<file path="config.mk">
export PLATFORM = sky130hd
export DESIGN_NAME = toggle_evt_rx
export DESIGN_NICKNAME = d
export VERILOG_FILES = /design/src/rtl/toggle_evt_rx.sv
export SDC_FILE = /design/constraint.sdc
export NUM_CORES = 1
export LEC_CHECK = 0
export BUFFER_PORTS_ARGS = -buffer_cell sky130_fd_sc_hd__buf_2
export CORE_UTILIZATION = 59
export CTS_BUF_LIST = sky130_fd_sc_hd__clkbuf_4
export DETAILED_ROUTE_END_ITERATION = 12
export GPL_ROUTABILITY_DRIVEN = 0
export PLACE_DENSITY = 0.92
export SYNTH_ARGS = -nofsm -noshare
export SYNTH_HDL_FRONTEND = slang
export SYNTH_SLANG_ARGS = --single-unit
</file>
<file path="constraint.sdc">
create_clock -name clk -period 3.8 [get_ports clk]
set_input_delay 0.19 -clock clk [delete_from_list [all_inputs] [get_ports clk]]
set_output_delay 0.19 -clock clk [all_outputs]
set_load 0.005 [all_outputs]
</file>
<file path="src/rtl/toggle_evt_rx.sv">
// toggle_evt_rx
// Receiving end of a two-phase toggle link. The sender flips `data` once per
// event; this block synchronises that level, turns each transition into a
// single event, and queues events in a saturating pending counter. Queued
// events are handed to a local consumer through evt_valid/ready, and each
// consumed event is returned to the sender as a flip of `ack`.
//
// Timing, counting the first edge that samples a new `data` level as edge 1:
//   edge SYNC_STAGES     : the new level reaches data_s
//   edge SYNC_STAGES + 1 : evt_pulse rises, and pending/total_count update
//
// After reset is released, transitions are ignored for SYNC_STAGES+1 cycles.
// This lets the synchroniser and the edge register fill with the real line
// level, so a line that is already high at release is not seen as an event.

module toggle_evt_rx #(
  parameter int SYNC_STAGES = 2,
  parameter int PEND_W      = 4,
  parameter int CNT_W       = 16
) (
  input  logic              clk,
  input  logic              rst_n,
  input  logic              data,
  input  logic              ready,
  input  logic              clr_ovf,
  output logic              evt_pulse,
  output logic              evt_valid,
  output logic              ack,
  output logic [PEND_W-1:0] pending,
  output logic              overflow,
  output logic [CNT_W-1:0]  total_count
);

  localparam int WARM_CYC = SYNC_STAGES + 1;
  localparam int WARM_W   = $clog2(WARM_CYC + 1);

  localparam logic [WARM_W-1:0] WARM_LAST = WARM_CYC[WARM_W-1:0];
  localparam logic [PEND_W-1:0] PEND_MAX  = {PEND_W{1'b1}};

  logic [SYNC_STAGES-1:0] sync_q;
  logic                   data_s;
  logic                   data_d;
  logic [WARM_W-1:0]      warm_cnt;
  logic                   warm_done;
  logic                   det;
  logic                   accept;
  logic                   pend_full;
  logic [PEND_W-1:0]      pend_next;
  logic                   ovf_next;

  assign data_s = sync_q[SYNC_STAGES-1];

  // Shift the raw line level through the synchroniser chain.
  // Also keep a one-cycle-old copy of the synchronised level for edge detection.
  always_ff @(posedge clk or negedge rst_n) begin
    if (!rst_n) begin
      sync_q <= '0;
      data_d <= 1'b0;
    end else begin
      sync_q <= {sync_q[SYNC_STAGES-2:0], data};
      data_d <= data_s;
    end
  end

  // Count the settling cycles after reset is released, then stop at the limit.
  always_ff @(posedge clk or negedge rst_n) begin
    if (!rst_n) begin
      warm_cnt <= '0;
    end else if (warm_cnt != WARM_LAST) begin
      warm_cnt <= warm_cnt + 1'b1;
    end
  end

  // Form the edge detect and the handshake qualifiers from registered state.
  always_comb begin
    warm_done = (warm_cnt == WARM_LAST);
    det       = (data_s ^ data_d) & warm_done;
    evt_valid = |pending;
    accept    = evt_valid & ready;
    pend_full = (pending == PEND_MAX);
  end

  // Work out the next pending count and the next overflow state.
  // A new event at full occupancy is dropped only when nothing is accepted
  // on the same edge. A new overflow takes priority over a clear request.
  always_comb begin
    pend_next = pending;
    ovf_next  = overflow;
    if (det && !accept) begin
      if (pend_full) begin
        ovf_next = 1'b1;
      end else begin
        pend_next = pending + 1'b1;
      end
    end else if (!det && accept) begin
      pend_next = pending - 1'b1;
    end
    if (clr_ovf && !(det && !accept && pend_full)) begin
      ovf_next = 1'b0;
    end
  end

  // Register the event strobe, the queue state, and the running event total.
  // The total counts every detected event, including events that were dropped.
  always_ff @(posedge clk or negedge rst_n) begin
    if (!rst_n) begin
      evt_pulse   <= 1'b0;
      pending     <= '0;
      overflow    <= 1'b0;
      total_count <= '0;
    end else begin
      evt_pulse <= det;
      pending   <= pend_next;
      overflow  <= ovf_next;
      if (det) begin
        total_count <= total_count + 1'b1;
      end
    end
  end

  // Flip the acknowledge level once for each event the consumer accepts.
  always_ff @(posedge clk or negedge rst_n) begin
    if (!rst_n) begin
      ack <= 1'b0;
    end else if (accept) begin
      ack <= ~ack;
    end
  end

endmodule
</file>
; After elaboration in Yosys (flattened, before gate mapping)
; Cells that the tools add are included.
[op_classes]
n_addsub = 4
n_eq_ne = 4
muxes = 6
bitwise_logic = 4
reduce_logical = 13
[ops]
columns = operator, n
row1 = 16-bit by 1-bit adder with 16-bit output (second input constant), 1
row2 = 4-bit two-way mux, 3
row3 = 2-bit nonzero test, 3
row4 = 4-bit by 1-bit adder with 4-bit output (second input constant), 1
row5 = 4-bit equality test (second input constant), 1
row6 = 1-bit logical AND, 4
row7 = 2-bit != test (second input constant), 2
row8 = 2-bit AND reduction, 2
row9 = 4-bit OR reduction, 1
row10 = 4-bit by 1-bit subtractor with 4-bit output (second input constant), 1
row11 = 1-bit logical NOT, 3
row12 = 1-bit two-way mux, 3
row13 = 2-bit by 1-bit adder with 2-bit output (second input constant), 1
row14 = 1-bit AND, 2
row15 = 2-bit equality test (second input constant), 1
row16 = 1-bit inverter, 1
row17 = 1-bit XOR, 1
[word_totals]
ff_bits = 28
out_inout_bits = 24

; Logic depth before layout (Yosys ltp)
; Gate-level depths: netlist of the first run.
[logic_depth]
word_depth = 9
ltp_mapped = 9

; Least setup slack after synthesis of the first run
; No wires, ideal clock.
[synth_path]
kind = reg2reg
start = reg pending[0]
end = reg pending[3]
setup_time_ps = 79
arrival_ps = 2144
path_slack_ps = 1576
stages_incl_launch_ff = 8
n_path_buf = 0
period_less_slack_ps = 2224
cell_sequence = dfrtp_1 -> o41ai_4 -> nand2_1 -> ha_1 -> a21o_2 -> a21oi_1 -> mux2i_1 -> xor2_1
[synth_between]
elab_chain_cells = 6
elab_cells_between_ends = 14
[synth_lines]
columns = item, line_no
row1 = "start, declared", 29  ; output logic [PEND_W-1:0] pending,
row2 = "start signal, assigned", 113  ; pending <= pend_next;
row3 = 4-bit OR reduction, 78  ; evt_valid = |pending;
row4 = 1-bit AND, 79  ; accept = evt_valid & ready;
row5 = 1-bit logical NOT, 89  ; if (det && !accept) begin
row6 = 1-bit logical AND, 89
row7 = 2-bit != test (no source line) or 2-bit nonzero test (tied branches), -
row8 = 2-bit AND reduction (no source line), -
; Parallel ways exist; a longest one is shown, timed or not. The select of a mux whose other input is x is not followed.
; A chain may end at the register's enable or synchronous reset.

; Worst setup path after layout of the first run
; Same ends and word-level chain as after synthesis.

==> impl_summary.txt, run 1 <==
----------------------------------------------------
[Logic synthesis]
  Count of flip-flops with a built-in enable after synthesis ... 0
  Proportion of register bits with asynchronous set or reset after synthesis ... 100.0%
  Primary flip-flop cell chosen by synthesis mapping ... sky130_fd_sc_hd__dfrtp_1
  Cells after synthesis ... 99
  Library cell with the highest instance count after synthesis ... sky130_fd_sc_hd__dfrtp_1
  Sequential-to-total area share from yosys stat ... 55.83%
  #FFs+latches synth ... 28
  Top post-synthesis cells by count ... 28 x sky130_fd_sc_hd__dfrtp_1, 17 x sky130_fd_sc_hd__xnor2_1, 9 x sky130_fd_sc_hd__nand2_1
  Post-synth top area share ... 55.83%
  Synth warn ... 0
  Post-synthesis cell area ... 1255 um2
  Synthesized Nets ... 109
  Cell type with the largest total area after synthesis ... sky130_fd_sc_hd__dfrtp_1
  Synth Area per Inst ... 12.68 um2
  Top area cells in the synthesized netlist ... sky130_fd_sc_hd__dfrtp_1 56%, sky130_fd_sc_hd__xnor2_1 12%, sky130_fd_sc_hd__ha_1 4.0%
  Synth cell types ... 25

[Timing]
  Slew margin rel. ... 58.39%
  Setup-violating endpoint count in the final report ... 0
  Final clock period utilization by the worst path ... 64.79%
  Post-layout min period ... 2.462 ns
  Hold_ws ... 0.03505 ns
  Count of final hold-check violations ... 0
  Worst Tran Pin Value ... 0.6194 ns
  TNS Setup ... 0 ns
  Peak clock frequency supported by timing ... 406.2 MHz
  Final max-slew violation count ... 0
  Clock skew after layout ... 0.004804 ns
  Unrepaired setup endpoints after global routing ... no

[Place]
  Placed Area ... 1414 um2
  # port buffers ... 28
  Cell count after placement ... 151
  Detail Placement HPWL ... 1658 um

[Hold path]
  Instance count along the most critical hold path ... 2
  Min-delay worst type ... in2reg

[Power and ir drop]
  LEAKAGE ... 0.6870 nW
  Peak VDD IR ... 0.5451 mV
  Cell area power density ... 592.9 nW/um2
  P_int ... 0.5518 mW
  Total net switching power ... 0.3140 mW
  Clock group share of total power ... 14.2%
  Switching part of the total ... 36.27%
  Logic pwr share ... 31.7%
  Sequential cell fraction of total power ... 54.1%

[CTS]
  CTS root buf ... sky130_fd_sc_hd__clkbuf_4
  TritonCTS clock tree ... built
  Maximum buffer depth of the clock tree ... 2
  Cts bufs inserted ... 3
  H-tree level count ... 1
  Reg clk slew, reported paths ... 0.14 ns
  Insertion delay of the later-clocked pin in the worst-skew pair ... 0.33 ns
  Sinks on Clock Net ... 28

[Floorplanning]
  Std-Cell Rows ... 16
  Initial core utilization ... 63.32%
  Die area ... 2316 um2
  Overall die height ... 48.12 um
  Die Width ... 48.12 um
  # IOs ... 29
  Area of the core region ... 1982 um2

[Route]
  Antenna Violating Nets Remaining ... 0
  Drt total wl ... 2246 um
  Pre-Repair DR Iteration Count ... 4
  Vias post-DR ... 854
  Number of vias per cell after detailed routing ... 5.439
  DRC violation count after routing ... 0
  Routed wire length per instance ... 14.31 um
  Number of DRC markers after the initial detailed-route iteration ... 11

[Critical path]
  Data required time of the worst path ... 4.06 ns
  Launch point of the worst reg-to-reg path ... pending[0]
  Category of the worst setup path capture point ... register
  Critical path class ... reg2reg
  Termination of the worst setup path ... pending[3]
  Depth of the worst register-to-register path ... 7
  Crit path max fanout ... 7
  Setup slack of the worst register-to-register path ... 1.34 ns
  Worst setup startpoint ... pending[0]
  Crit path launch type ... register
  R2R Path End ... pending[3]
  WP data arrival ... 2.73 ns

[Global routing]
  Vias in the first global route ... 804
  Global-route wire length before repair ... 3546 um
  Largest net degree at the start of global routing ... 29
  Number of antenna violations at the first check in global routing ... 0
  Total congestion overflow after global routing ... 0
  Global Route Usage Sum ... 23.79%

[Run]
  Max-cap violations ... 0

[Layout]
  Final cell area excluding filler cells ... 1460 um2
  Net count of the finished layout ... 141
  Fraction of layout cells with a size suffix above 1 ... 29.23%
  Number of fillers in the final layout ... 135
  Finished Layout Cells ... 157
  N_diodes ... 0
  Post-synthesis to final-layout area growth ... 16.35%

[Run status]
  Result of the run ... completed

----------------------------------------------------
cells by family (layout without fill, tap and decap cells):
| family | Yosys count | after routing | synth area share, % |
|---|---|---|---|
| and+or+nand+nor | 29 | 29 | 12.96 |
| DFF | 28 | 28 | 55.83 |
| xor gates and xnor gates | 22 | 22 | 15.35 |
| AOI/OAI and AO/OA | 7 | 7 | 5.883 |
| adders and majority gates | 5 | 5 | 5.583 |
| buffers and inverters | 5 | 36 | 1.794 |
| muxes | 3 | 3 | 2.592 |
worst min-delay path by stage:
stage | from | endpoint | slack (ns)
2_1_floorplan | rst_n | ack | -0.11
3_3_place_gp | rst_n | overflow | 0.23
3_5_place_dp | rst_n | total_count[6] | 0.23
4_1_cts | clr_ovf | overflow | 0.03
5_1_grt | clr_ovf | overflow | 0.02
6_report | clr_ovf | overflow | 0.04
final cells by class:
cell class                      instances  area (um2)  share of cell area [%]
Timing Repair Buffer                   30       160.2                   10.97
Multi-Input combinational cell         66       531.8                   36.42
Clock buffer                            3       22.52                   1.542
Tap cell                               27       33.78                   2.314
Sequential cell                        28       700.7                   47.99
Clock inverter                          1       3.754                  0.2571
Inverter                                2       7.507                  0.5141
routing by layer:
| layer | vias up | part of all wire [%] | GRT usage [%] |
|---|---|---|---|
| li1 | 402 | - | - |
| met1 | 419 | 44 | 28.43 |
| met2 | 26 | 49 | 41.35 |
| met3 | 7 | 4.1 | 5.556 |
| met4 | 0 | 3.0 | 10.00 |
| met5 | - | 0 | 0 |
state kept, by name, indices dropped and copies added, names as in the netlist:
signal       cells
evt_pulse        1
ack              1
data_d           1
sync_q           2
warm_cnt         2
total_count     16
pending          4
overflow         1
worst max-delay path, stage by stage, from the launching register on:
cell,delay (ns)
sky130_fd_sc_hd__dfrtp_1,0.51
sky130_fd_sc_hd__o41ai_4,0.55
sky130_fd_sc_hd__nand2_1,0.23
sky130_fd_sc_hd__ha_1,0.32
sky130_fd_sc_hd__a21o_2,0.18
sky130_fd_sc_hd__a21oi_1,0.18
sky130_fd_sc_hd__mux2i_1,0.25
sky130_fd_sc_hd__xor2_1,0.17
cells in the final DEF, fill, tap and decap left out:
cell type                        n
sky130_fd_sc_hd__xnor2_1        17
sky130_fd_sc_hd__a21oi_1         1
sky130_fd_sc_hd__o41ai_4         1
sky130_fd_sc_hd__or4_2           1
sky130_fd_sc_hd__inv_1           2
sky130_fd_sc_hd__nor3_1          1
sky130_fd_sc_hd__nand4_1         5
sky130_fd_sc_hd__nand3_1         5
sky130_fd_sc_hd__dlygate4sd3_1   2
sky130_fd_sc_hd__nor2_1          1
sky130_fd_sc_hd__and4_1          2
sky130_fd_sc_hd__ha_1            4
sky130_fd_sc_hd__nand2_1         9
sky130_fd_sc_hd__xor2_1          5
sky130_fd_sc_hd__and3_1          3
sky130_fd_sc_hd__o22ai_1         1
sky130_fd_sc_hd__mux2_2          2
sky130_fd_sc_hd__a2bb2oi_1       2
sky130_fd_sc_hd__a21o_2          2
sky130_fd_sc_hd__clkbuf_4        3
sky130_fd_sc_hd__mux2i_1         1
sky130_fd_sc_hd__fa_1            1
sky130_fd_sc_hd__dfrtp_1        28
sky130_fd_sc_hd__clkinv_1        1
sky130_fd_sc_hd__nand4_2         1
sky130_fd_sc_hd__and2_1          1
sky130_fd_sc_hd__buf_2          28
power by group through the flow:
stage | clock [mW] | sequential [mW] | combinational [mW]
floorplan | 0 | 0.464 | 0.161
global placement | 0 | 0.463 | 0.258
detailed placement | 0 | 0.472 | 0.274
CTS | 0.125 | 0.469 | 0.279
global route | 0.137 | 0.483 | 0.313
finish | 0.123 | 0.468 | 0.275
timing repair:
item	4_1_cts	5_1_grt
hold buffers	2	0
buffers inserted	0	0
hold endpoints to repair	29	0
gates resized for setup	0	0
metrics by stage:
| stage | util [%] | setup WS, ns | power, mW |
|---|---|---|---|
| 5_1_grt | 73.67 | 1.163 | 0.9323 |
| 4_1_cts | 73.67 | 1.332 | 0.8730 |
| 3_5_place_dp | 71.34 | 1.360 | 0.7461 |
| 6_report | 73.67 | 1.338 | 0.8658 |
| 2_1_floorplan | - | 1.576 | 0.6253 |
| 3_3_place_gp | 71.34 | 1.529 | 0.7217 |
Power figures use the tool's default switching activity.
==> inputs of run 2 (changes only) <==
--- a/config.mk
+++ b/config.mk
@@ -5,12 +5,14 @@
 export SDC_FILE = /design/constraint.sdc
 export NUM_CORES = 1
 export LEC_CHECK = 0
+export ABC_AREA = 1
 export BUFFER_PORTS_ARGS = -buffer_cell sky130_fd_sc_hd__buf_2
-export CORE_UTILIZATION = 59
+export CORE_ASPECT_RATIO = 0.6
+export CORE_UTILIZATION = 56
 export CTS_BUF_LIST = sky130_fd_sc_hd__clkbuf_4
 export DETAILED_ROUTE_END_ITERATION = 12
 export GPL_ROUTABILITY_DRIVEN = 0
-export PLACE_DENSITY = 0.92
+export PLACE_DENSITY = 0.87
 export SYNTH_ARGS = -nofsm -noshare
 export SYNTH_HDL_FRONTEND = slang
 export SYNTH_SLANG_ARGS = --single-unit
==> constraint.sdc (replaced) <==
create_clock -name clk -period 2.47 [get_ports clk]
set_input_delay 0.1235 -clock clk [delete_from_list [all_inputs] [get_ports clk]]
set_output_delay 0.1235 -clock clk [all_outputs]
set_load 0.005 [all_outputs]
==> run 2 against run 1 <==
Compared with the run above:
- clock skew is 0.0015 ns higher
- sequential share of layout area decreased by 5.7 points
- area after synthesis is 14% higher
- largest cell class unchanged
==> impl_summary.txt, run 2 <==
----------------------------------------------------
[Timing]
  Post-layout min period ... 2.157 ns (-0.3046 ns)
  TNS Setup ... 0 ns (unchanged)
  Peak clock frequency supported by timing ... 463.5 MHz (+14%)
  Final clock period utilization by the worst path ... 87.34% (+23 points)
  Final max-slew violation count ... 0 (unchanged)
  Setup WS post-layout ... 0.3126 ns (-1.025 ns)
  Unrepaired setup endpoints after global routing ... no
  Setup-violating endpoint count in the final report ... 0 (unchanged)
  Count of final hold-check violations ... 0 (unchanged)
  Slew margin rel. ... 58.29% (-0.10 points)
  Clock skew after layout ... 0.006255 ns (+0.001451 ns)
  Worst Tran Pin Value ... 0.6257 ns (+0.006281 ns)

[Logic synthesis]
  Post-synth top area share ... 49.12% (-6.7 points)
  Primary flip-flop cell chosen by synthesis mapping ... sky130_fd_sc_hd__dfrtp_1
  Proportion of register bits with asynchronous set or reset after synthesis ... 100.0% (unchanged)
  Cells after synthesis ... 158 (+60%)
  Top post-synthesis cells by count ... 44 x sky130_fd_sc_hd__nand2_1, 28 x sky130_fd_sc_hd__dfrtp_1, 16 x sky130_fd_sc_hd__inv_1, 15 x sky130_fd_sc_hd__nor2_1, 8 x sky130_fd_sc_hd__xor2_1
  Synth Area per Inst ... 9.028 um2 (-29%)
  Synth cell types ... 22 (-12%)
  Synth warn ... 0 (unchanged)
  Count of flip-flops with a built-in enable after synthesis ... 0 (unchanged)
  Sequential-to-total area share from yosys stat ... 49.12% (-6.7 points)
  Cell type with the largest total area after synthesis ... sky130_fd_sc_hd__dfrtp_1
  Top area cells in the synthesized netlist ... sky130_fd_sc_hd__dfrtp_1 49%, sky130_fd_sc_hd__nand2_1 12%, sky130_fd_sc_hd__xor2_1 4.9%
  Post-synthesis cell area ... 1426 um2 (+14%)
  #FFs+latches synth ... 28 (unchanged)
  Synthesized Nets ... 168 (+54%)
  Library cell with the highest instance count after synthesis ... sky130_fd_sc_hd__nand2_1

[Floorplanning]
  Overall die height ... 41.09 um (-15%)
  Std-Cell Rows ... 13 (-3)
  Area of the core region ... 2277 um2 (+15%)
  Die Width ... 67.16 um (+40%)
  Die area ... 2759 um2 (+19%)
  # IOs ... 29 (unchanged)
  Initial core utilization ... 62.64% (-0.68 points)

[Global routing]
  Largest net degree at the start of global routing ... 29 (unchanged)
  Vias in the first global route ... 1076 (+34%)
  Global-route wire length before repair ... 4671 um (+32%)
  Number of antenna violations at the first check in global routing ... 0 (unchanged)
  Global Route Usage Sum ... 24.41% (+0.62 points)
  Total congestion overflow after global routing ... 0 (unchanged)

[CTS]
  CTS root buf ... sky130_fd_sc_hd__clkbuf_4
  Resized Gates After CTS ... 0 (unchanged)
  # Post-CTS Setup Buffers ... 0 (unchanged)
  TritonCTS clock tree ... built
  H-tree level count ... 1 (unchanged)
  Reg clk slew, reported paths ... 0.15 ns (about the same)
  Cts bufs inserted ... 3 (unchanged)
  Insertion delay of the later-clocked pin in the worst-skew pair ... 0.35 ns (+0.02 ns)
  Sinks on Clock Net ... 28 (unchanged)
  Maximum buffer depth of the clock tree ... 2 (unchanged)

[Power and ir drop]
  Sequential cell fraction of total power ... 49.5% (-4.6 points)
  Switching part of the total ... 39.04% (+2.8 points)
  P_int ... 0.8450 mW (+53%)
  Peak VDD IR ... 0.5246 mV (-3.8%)
  Clock group share of total power ... 14.4% (+0.2 points)
  Logic pwr share ... 36.2% (+4.5 points)
  LEAKAGE ... 0.8407 nW (+22%)
  Total net switching power ... 0.5412 mW (+72%)
  Cell area power density ... 836.8 nW/um2 (+41%)

[Route]
  Drt total wl ... 2917 um (+30%)
  Routed wire length per instance ... 13.08 um (-8.6%)
  Pre-Repair DR Iteration Count ... 4 (unchanged)
  Number of vias per cell after detailed routing ... 5.247 (-3.5%)
  DRC violation count after routing ... 0 (unchanged)
  Antenna Violating Nets Remaining ... 0 (unchanged)
  Vias post-DR ... 1170 (+37%)
  Number of DRC markers after the initial detailed-route iteration ... 83 (+72)

[Layout]
  Number of fillers in the final layout ... 172 (+27%)
  Fraction of layout cells with a size suffix above 1 ... 23.83% (-5.4 points)
  Most frequent cells in the layout ... 44 x sky130_fd_sc_hd__nand2_1, 28 x sky130_fd_sc_hd__dfrtp_1, 28 x sky130_fd_sc_hd__buf_2
  Top register by number of flip-flops ... total_count
  Net count of the finished layout ... 204 (+45%)
  N_diodes ... 0 (unchanged)
  Flip-flop count of the largest register after layout ... 16 (unchanged)
  Biggest registers after layout ... total_count: 16 flops, pending: 4 flops
  Most common library cell in the layout ignoring fill and taps ... sky130_fd_sc_hd__nand2_1
  Post-synthesis to final-layout area growth ... 16.14%

[Critical path]
  Crit path max fanout ... 6 (-1)
  Category of the worst setup path capture point ... register
  Critical path class ... reg2reg
  WP data arrival ... 2.41 ns (-0.32 ns)
  Depth of the worst register-to-register path ... 13 (+6)
  R2R Path End ... pending[3]
  Crit path launch type ... register
  Data required time of the worst path ... 2.72 ns (-1.34 ns)
  Setup slack of the worst register-to-register path ... 0.31 ns (-1.03 ns)
  Launch point of the worst reg-to-reg path ... pending[0]

[Place]
  Detail Placement HPWL ... 2158 um (+30%)
  # port buffers ... 28 (unchanged)
  Worst setup slack after placement ... 0.3784 ns (-0.9813 ns)

[Hold path]
  Min-Delay Endpoint ... ack
  Worst hold path startpoint ... ready
  Instance count along the most critical hold path ... 3 (+1)
  Min-delay worst type ... in2reg

[Run]
  Max-cap violations ... 0 (unchanged)

[Run status]
  Result of the run ... completed

----------------------------------------------------
run 2: power by group through the flow:
stage | registers, mW | logic [mW] | clock network (mW)
2_1_floorplan | 0.683 | 0.302 | 0
4_1_cts | 0.683 | 0.497 | 0.205
3_3_place_gp | 0.681 | 0.456 | 0
5_1_grt | 0.704 | 0.567 | 0.219
6_report | 0.686 | 0.502 | 0.199
3_5_place_dp | 0.690 | 0.492 | 0
run 2: metrics by stage:
step | instances | instance area (um2) | hold slack [ns] | power [mW] | utilization (%)
2_1_floorplan | 158 | 1426 | -0.1721 | 0.9853 | -
3_3_place_gp | 216 | 1600 | 0.1594 | 1.138 | 70.27
3_5_place_dp | 216 | 1600 | 0.1689 | 1.183 | 70.27
4_1_cts | 223 | 1657 | 0.09835 | 1.385 | 72.75
5_1_grt | 223 | 1657 | 0.1059 | 1.490 | 72.75
6_report | 223 | 1657 | 0.1077 | 1.386 | 72.75
run 2: cell families after synthesis:
family          synth area share, %
fa+ha+maj                     4.912
xor+xnor                      9.211
mux                          0.7894
simple gates                  29.82
buf+inv                       5.000
compound gates                1.140
flops                         49.12
run 2: layout make-up:
cell class	instances	area [um2]	area share, %
clock inverter	1	3.754	0.2266
clock buffer	3	22.52	1.360
tap	30	37.54	2.266
sequential	28	700.7	42.30
timing repair buffer	32	177.7	10.73
inverter	16	60.06	3.625
multi-input combinational	113	654.4	39.50
run 2: worst max-delay path by stage:
| stage | from | end | slack [ns] | cells after the start |
|---|---|---|---|---|
| 2_1_floorplan | warm_cnt[0] | pending[3] | 0.52 | 13 |
| 3_3_place_gp | pending[0] | pending[3] | 0.55 | 13 |
| 3_5_place_dp | pending[0] | pending[3] | 0.38 | 13 |
| 4_1_cts | pending[0] | pending[3] | 0.36 | 13 |
| 5_1_grt | pending[0] | pending[3] | 0.16 | 13 |
| 6_report | pending[0] | pending[3] | 0.31 | 13 |
run 2: repair_timing:
item	4_1_cts	5_1_grt
hold buffers	3	0
setup endpoints to repair	0	0
endpoints found under the hold margin	30	0
run 2: routing by layer:
layer / part of all wire [%] / routed length [um] / global-route usage (%)
met5: 0 / 0 / 0
met4: 1.1 / 33 / 9.574
met3: 4.6 / 135 / 6.944
met2: 50 / 1451 / 44.00
met1: 44 / 1296 / 28.57
run 2: critical path, stage by stage (launching register included):
cell	delay [ns]
sky130_fd_sc_hd__dfrtp_1	0.49
sky130_fd_sc_hd__nor2_1	0.13
sky130_fd_sc_hd__nand2_1	0.12
sky130_fd_sc_hd__nand2_2	0.14
sky130_fd_sc_hd__nand2_1	0.16
sky130_fd_sc_hd__ha_1	0.36
sky130_fd_sc_hd__nand2_1	0.09
sky130_fd_sc_hd__nand2_1	0.06
sky130_fd_sc_hd__nor2_1	0.17
sky130_fd_sc_hd__inv_1	0.06
sky130_fd_sc_hd__nand2_1	0.10
sky130_fd_sc_hd__nand3_2	0.08
sky130_fd_sc_hd__nand2_1	0.06
sky130_fd_sc_hd__nand2_1	0.05
==> inputs of run 3 (changes only) <==
--- a/config.mk
+++ b/config.mk
@@ -13,6 +13,7 @@
 export DETAILED_ROUTE_END_ITERATION = 12
 export GPL_ROUTABILITY_DRIVEN = 0
 export PLACE_DENSITY = 0.87
+export SETUP_SLACK_MARGIN = 0.5
 export SYNTH_ARGS = -nofsm -noshare
 export SYNTH_HDL_FRONTEND = slang
 export SYNTH_SLANG_ARGS = --single-unit
==> constraint.sdc (replaced) <==
create_clock -name clk -period 2.47 [get_ports clk]
set_input_delay 0.494 -clock clk [delete_from_list [all_inputs] [get_ports clk]]
set_output_delay 0.494 -clock clk [all_outputs]
set_load 0.005 [all_outputs]
==> run 3 against run 2 <==
Compared with the run above:
- power up 6.8%
- sequential share of layout area down 1.0 points
- global-route usage up 0.22 points
- final cell count up 1.3%
- register-to-register slack better by 0.22 ns
- highest routed layer unchanged
==> impl_summary.txt, run 3 (synthesis results as in run 2) <==
----------------------------------------------------
[Timing]
  Final clock period utilization by the worst path ... 78.27% (-9.1 points)
  Worst Tran Pin Value ... 0.6179 ns (-0.007794 ns)
  Clock skew after layout ... 0.006285 ns (+0.00003073 ns)
  Post-layout min period ... 1.933 ns (-0.2242 ns)
  Slew margin rel. ... 58.81% (+0.52 points)
  Count of final hold-check violations ... 0 (unchanged)
  Peak clock frequency supported by timing ... 517.3 MHz (+12%)
  Setup-violating endpoint count in the final report ... 0 (unchanged)
  Final max-slew violation count ... 0 (unchanged)
  Unrepaired setup endpoints after global routing ... no
  TNS Setup ... 0 ns (unchanged)

[Layout]
  Most common library cell in the layout ignoring fill and taps ... sky130_fd_sc_hd__nand2_1
  N_diodes ... 0 (unchanged)
  Sequential Area ... 703.2 um2 (+0.36%)
  Biggest registers after layout ... total_count: 16 flops, pending: 4 flops
  Number of fillers in the final layout ... 164 (-4.7%)
  Most frequent cells in the layout ... 43 x sky130_fd_sc_hd__nand2_1, 28 x sky130_fd_sc_hd__buf_2, 26 x sky130_fd_sc_hd__dfrtp_1
  Net count of the finished layout ... 207 (+1.5%)
  Area of combinational cells with multiple inputs ... 684.4 um2 (+4.6%)
  Flip-flop count of the largest register after layout ... 16 (unchanged)
  Top register by number of flip-flops ... total_count
  Post-synthesis to final-layout area growth ... 19.47%
  Fraction of layout cells with a size suffix above 1 ... 29.59% (+5.8 points)

[Global routing]
  Number of antenna violations at the first check in global routing ... 0 (unchanged)
  Largest net degree at the start of global routing ... 29 (unchanged)
  Global-route wire length before repair ... 4698 um (+0.58%)
  Most Used Layer, Global Route ... met2
  GR Util met3 ... 6.667% (-0.28 points)
  Global Route Usage Sum ... 24.63% (+0.22 points)
  Vias in the first global route ... 1070 (-0.56%)
  Met1 routing resource usage after global routing ... 29.02% (+0.44 points)
  Met2 layer usage reported by global route ... 44.75% (+0.75 points)
  Total congestion overflow after global routing ... 0 (unchanged)

[Floorplanning]
  Overall die height ... 41.09 um (unchanged)
  Die Width ... 67.16 um (unchanged)
  Initial core utilization ... 62.64% (unchanged)
  Die area ... 2759 um2 (unchanged)
  Area of the core region ... 2277 um2 (unchanged)
  # IOs ... 29 (unchanged)
  Std-Cell Rows ... 13 (unchanged)

[Critical path]
  Critical path class ... reg2reg
  Total buffers and inverters traversed by the critical path ... 1 (unchanged)
  Depth of the worst register-to-register path ... 12 (-1)
  Crit-path most repeated cell ... sky130_fd_sc_hd__nand2_1
  Launch point of the worst reg-to-reg path ... pending[2]
  Slowest stage cell, crit path ... sky130_fd_sc_hd__dfrtp_1
  Cell family with the largest share of critical-path delay ... simple AND/OR/NAND/NOR gates
  Worst setup startpoint ... pending[2]
  Setup slack of the worst register-to-register path ... 0.54 ns (+0.22 ns)
  Termination of the worst setup path ... pending[3]
  Category of the worst setup path capture point ... register
  Data required time of the worst path ... 2.72 ns (about the same)
  Crit path launch type ... register
  Cells along the critical path ... nor2_1 -> nand2_1 -> nand2_2 -> nand2_2 -> ha_1 -> nand2_1 -> nor2_1 -> nor2_2 -> inv_1 -> nand2_1 -> nand4_1 -> nand2_1
  Crit path max fanout ... 5 (-1)
  Delay of the slowest critical-path stage ... 0.44 ns (-0.05 ns)
  WP data arrival ... 2.19 ns (-0.22 ns)
  R2R Path End ... pending[3]
  Critical path depth in cells ... 12 (-1)

[Run status]
  Result of the run ... completed

[Hold path]
  Min-delay worst type ... in2async

[Route]
  Pre-Repair DR Iteration Count ... 4 (unchanged)
  Routed wire length per instance ... 13.33 um (+1.9%)
  Vias post-DR ... 1202 (+2.7%)
  Number of DRC markers after the initial detailed-route iteration ... 60 (-28%)
  Antenna Violating Nets Remaining ... 0 (unchanged)
  DRC violation count after routing ... 0 (unchanged)
  Drt total wl ... 3013 um (+3.3%)
  Number of vias per cell after detailed routing ... 5.319 (+1.4%)

[CTS]
  Insertion delay of the later-clocked pin in the worst-skew pair ... 0.34 ns (about the same)
  Reg clk slew, reported paths ... 0.15 ns (about the same)
  H-tree level count ... 1 (unchanged)
  TritonCTS clock tree ... built
  CTS root buf ... sky130_fd_sc_hd__clkbuf_4
  Maximum buffer depth of the clock tree ... 2 (unchanged)
  Sinks on Clock Net ... 28 (unchanged)
  Cts bufs inserted ... 3 (unchanged)

[Power and ir drop]
  Cell area power density ... 869.1 nW/um2 (+3.9%)
  Total power after layout ... 1.481 mW (+6.8%)
  Peak VDD IR ... 0.5576 mV (+6.3%)
  LEAKAGE ... 0.8573 nW (+2.0%)

[Place]
  Detail Placement HPWL ... 2158 um (unchanged)
  # port buffers ... 28 (unchanged)

[Run]
  Max-cap violations ... 0 (unchanged)

----------------------------------------------------
==> run 3: area by class of cell <==
type / count / area share (%)
Clock buffer: 3 / 1.322
Timing Repair Buffer: 35 / 11.31
Multi-Input combinational cell: 113 / 40.16
Clock inverter: 1 / 0.2203
Tap cell: 30 / 2.203
Inverter: 16 / 3.524
Sequential cell: 28 / 41.26
==> run 3: how the worst min path moves through the flow <==
stage / from / to / slack (ns) / cells past startpoint
2_1_floorplan: rst_n / ack / 0.20 / 0
4_1_cts: rst_n / total_count[2] / 0.15 / 1
3_3_place_gp: sync_q[0] / sync_q[1] / 0.33 / 0
6_report: rst_n / total_count[3] / 0.13 / 1
5_1_grt: rst_n / total_count[5] / 0.17 / 1
3_5_place_dp: sync_q[0] / sync_q[1] / 0.34 / 0
==> run 3: metal layers <==
layer,part of all wire (%),wire length (um)
met1,44,1325
met3,4.1,125
met4,1.5,46
met5,0,0
met2,50,1516
==> run 3: worst register-to-register path, stage by stage, from the launching register on <==
cell and delay, ns:
sky130_fd_sc_hd__dfrtp_1 0.44, sky130_fd_sc_hd__nor2_1 0.13, sky130_fd_sc_hd__nand2_1 0.13, sky130_fd_sc_hd__nand2_2 0.12, sky130_fd_sc_hd__nand2_2 0.11, sky130_fd_sc_hd__ha_1 0.32
sky130_fd_sc_hd__nand2_1 0.07, sky130_fd_sc_hd__nor2_1 0.18, sky130_fd_sc_hd__nor2_2 0.07, sky130_fd_sc_hd__inv_1 0.05, sky130_fd_sc_hd__nand2_1 0.07, sky130_fd_sc_hd__nand4_1 0.10
sky130_fd_sc_hd__nand2_1 0.05
==> run 3: timing repair <==
action                     4_1_cts  5_1_grt
pin swaps                        0        1
hold endpoints to repair         0        0
buffers inserted                 3        3
gates resized for setup          4        3
setup endpoints to repair        1        1
hold buffers                     0        0
==> run 3: per-stage QoR <==
stage | cells | worst slack [ns] | area (um2) | util [%] | hold WS (ns)
floorplan | 158 | 0.5171 | 1426 | - | 0.1984
detailed placement | 216 | 0.3784 | 1600 | 70.27 | 0.3420
global route | 226 | 0.4351 | 1704 | 74.84 | 0.1704
CTS | 223 | 0.5010 | 1657 | 72.75 | 0.1464
global placement | 216 | 0.5539 | 1600 | 70.27 | 0.3332
finish | 226 | 0.5368 | 1704 | 74.84 | 0.1335
==> run 3: power by group <==
group | internal, mW | total [mW] | switching [mW] | leakage [nW]
Clock | 0.0598 | 0.198 | 0.138 | 0.0154
Combinational | 0.289 | 0.625 | 0.336 | 0.495
Sequential | 0.560 | 0.658 | 0.0984 | 0.347
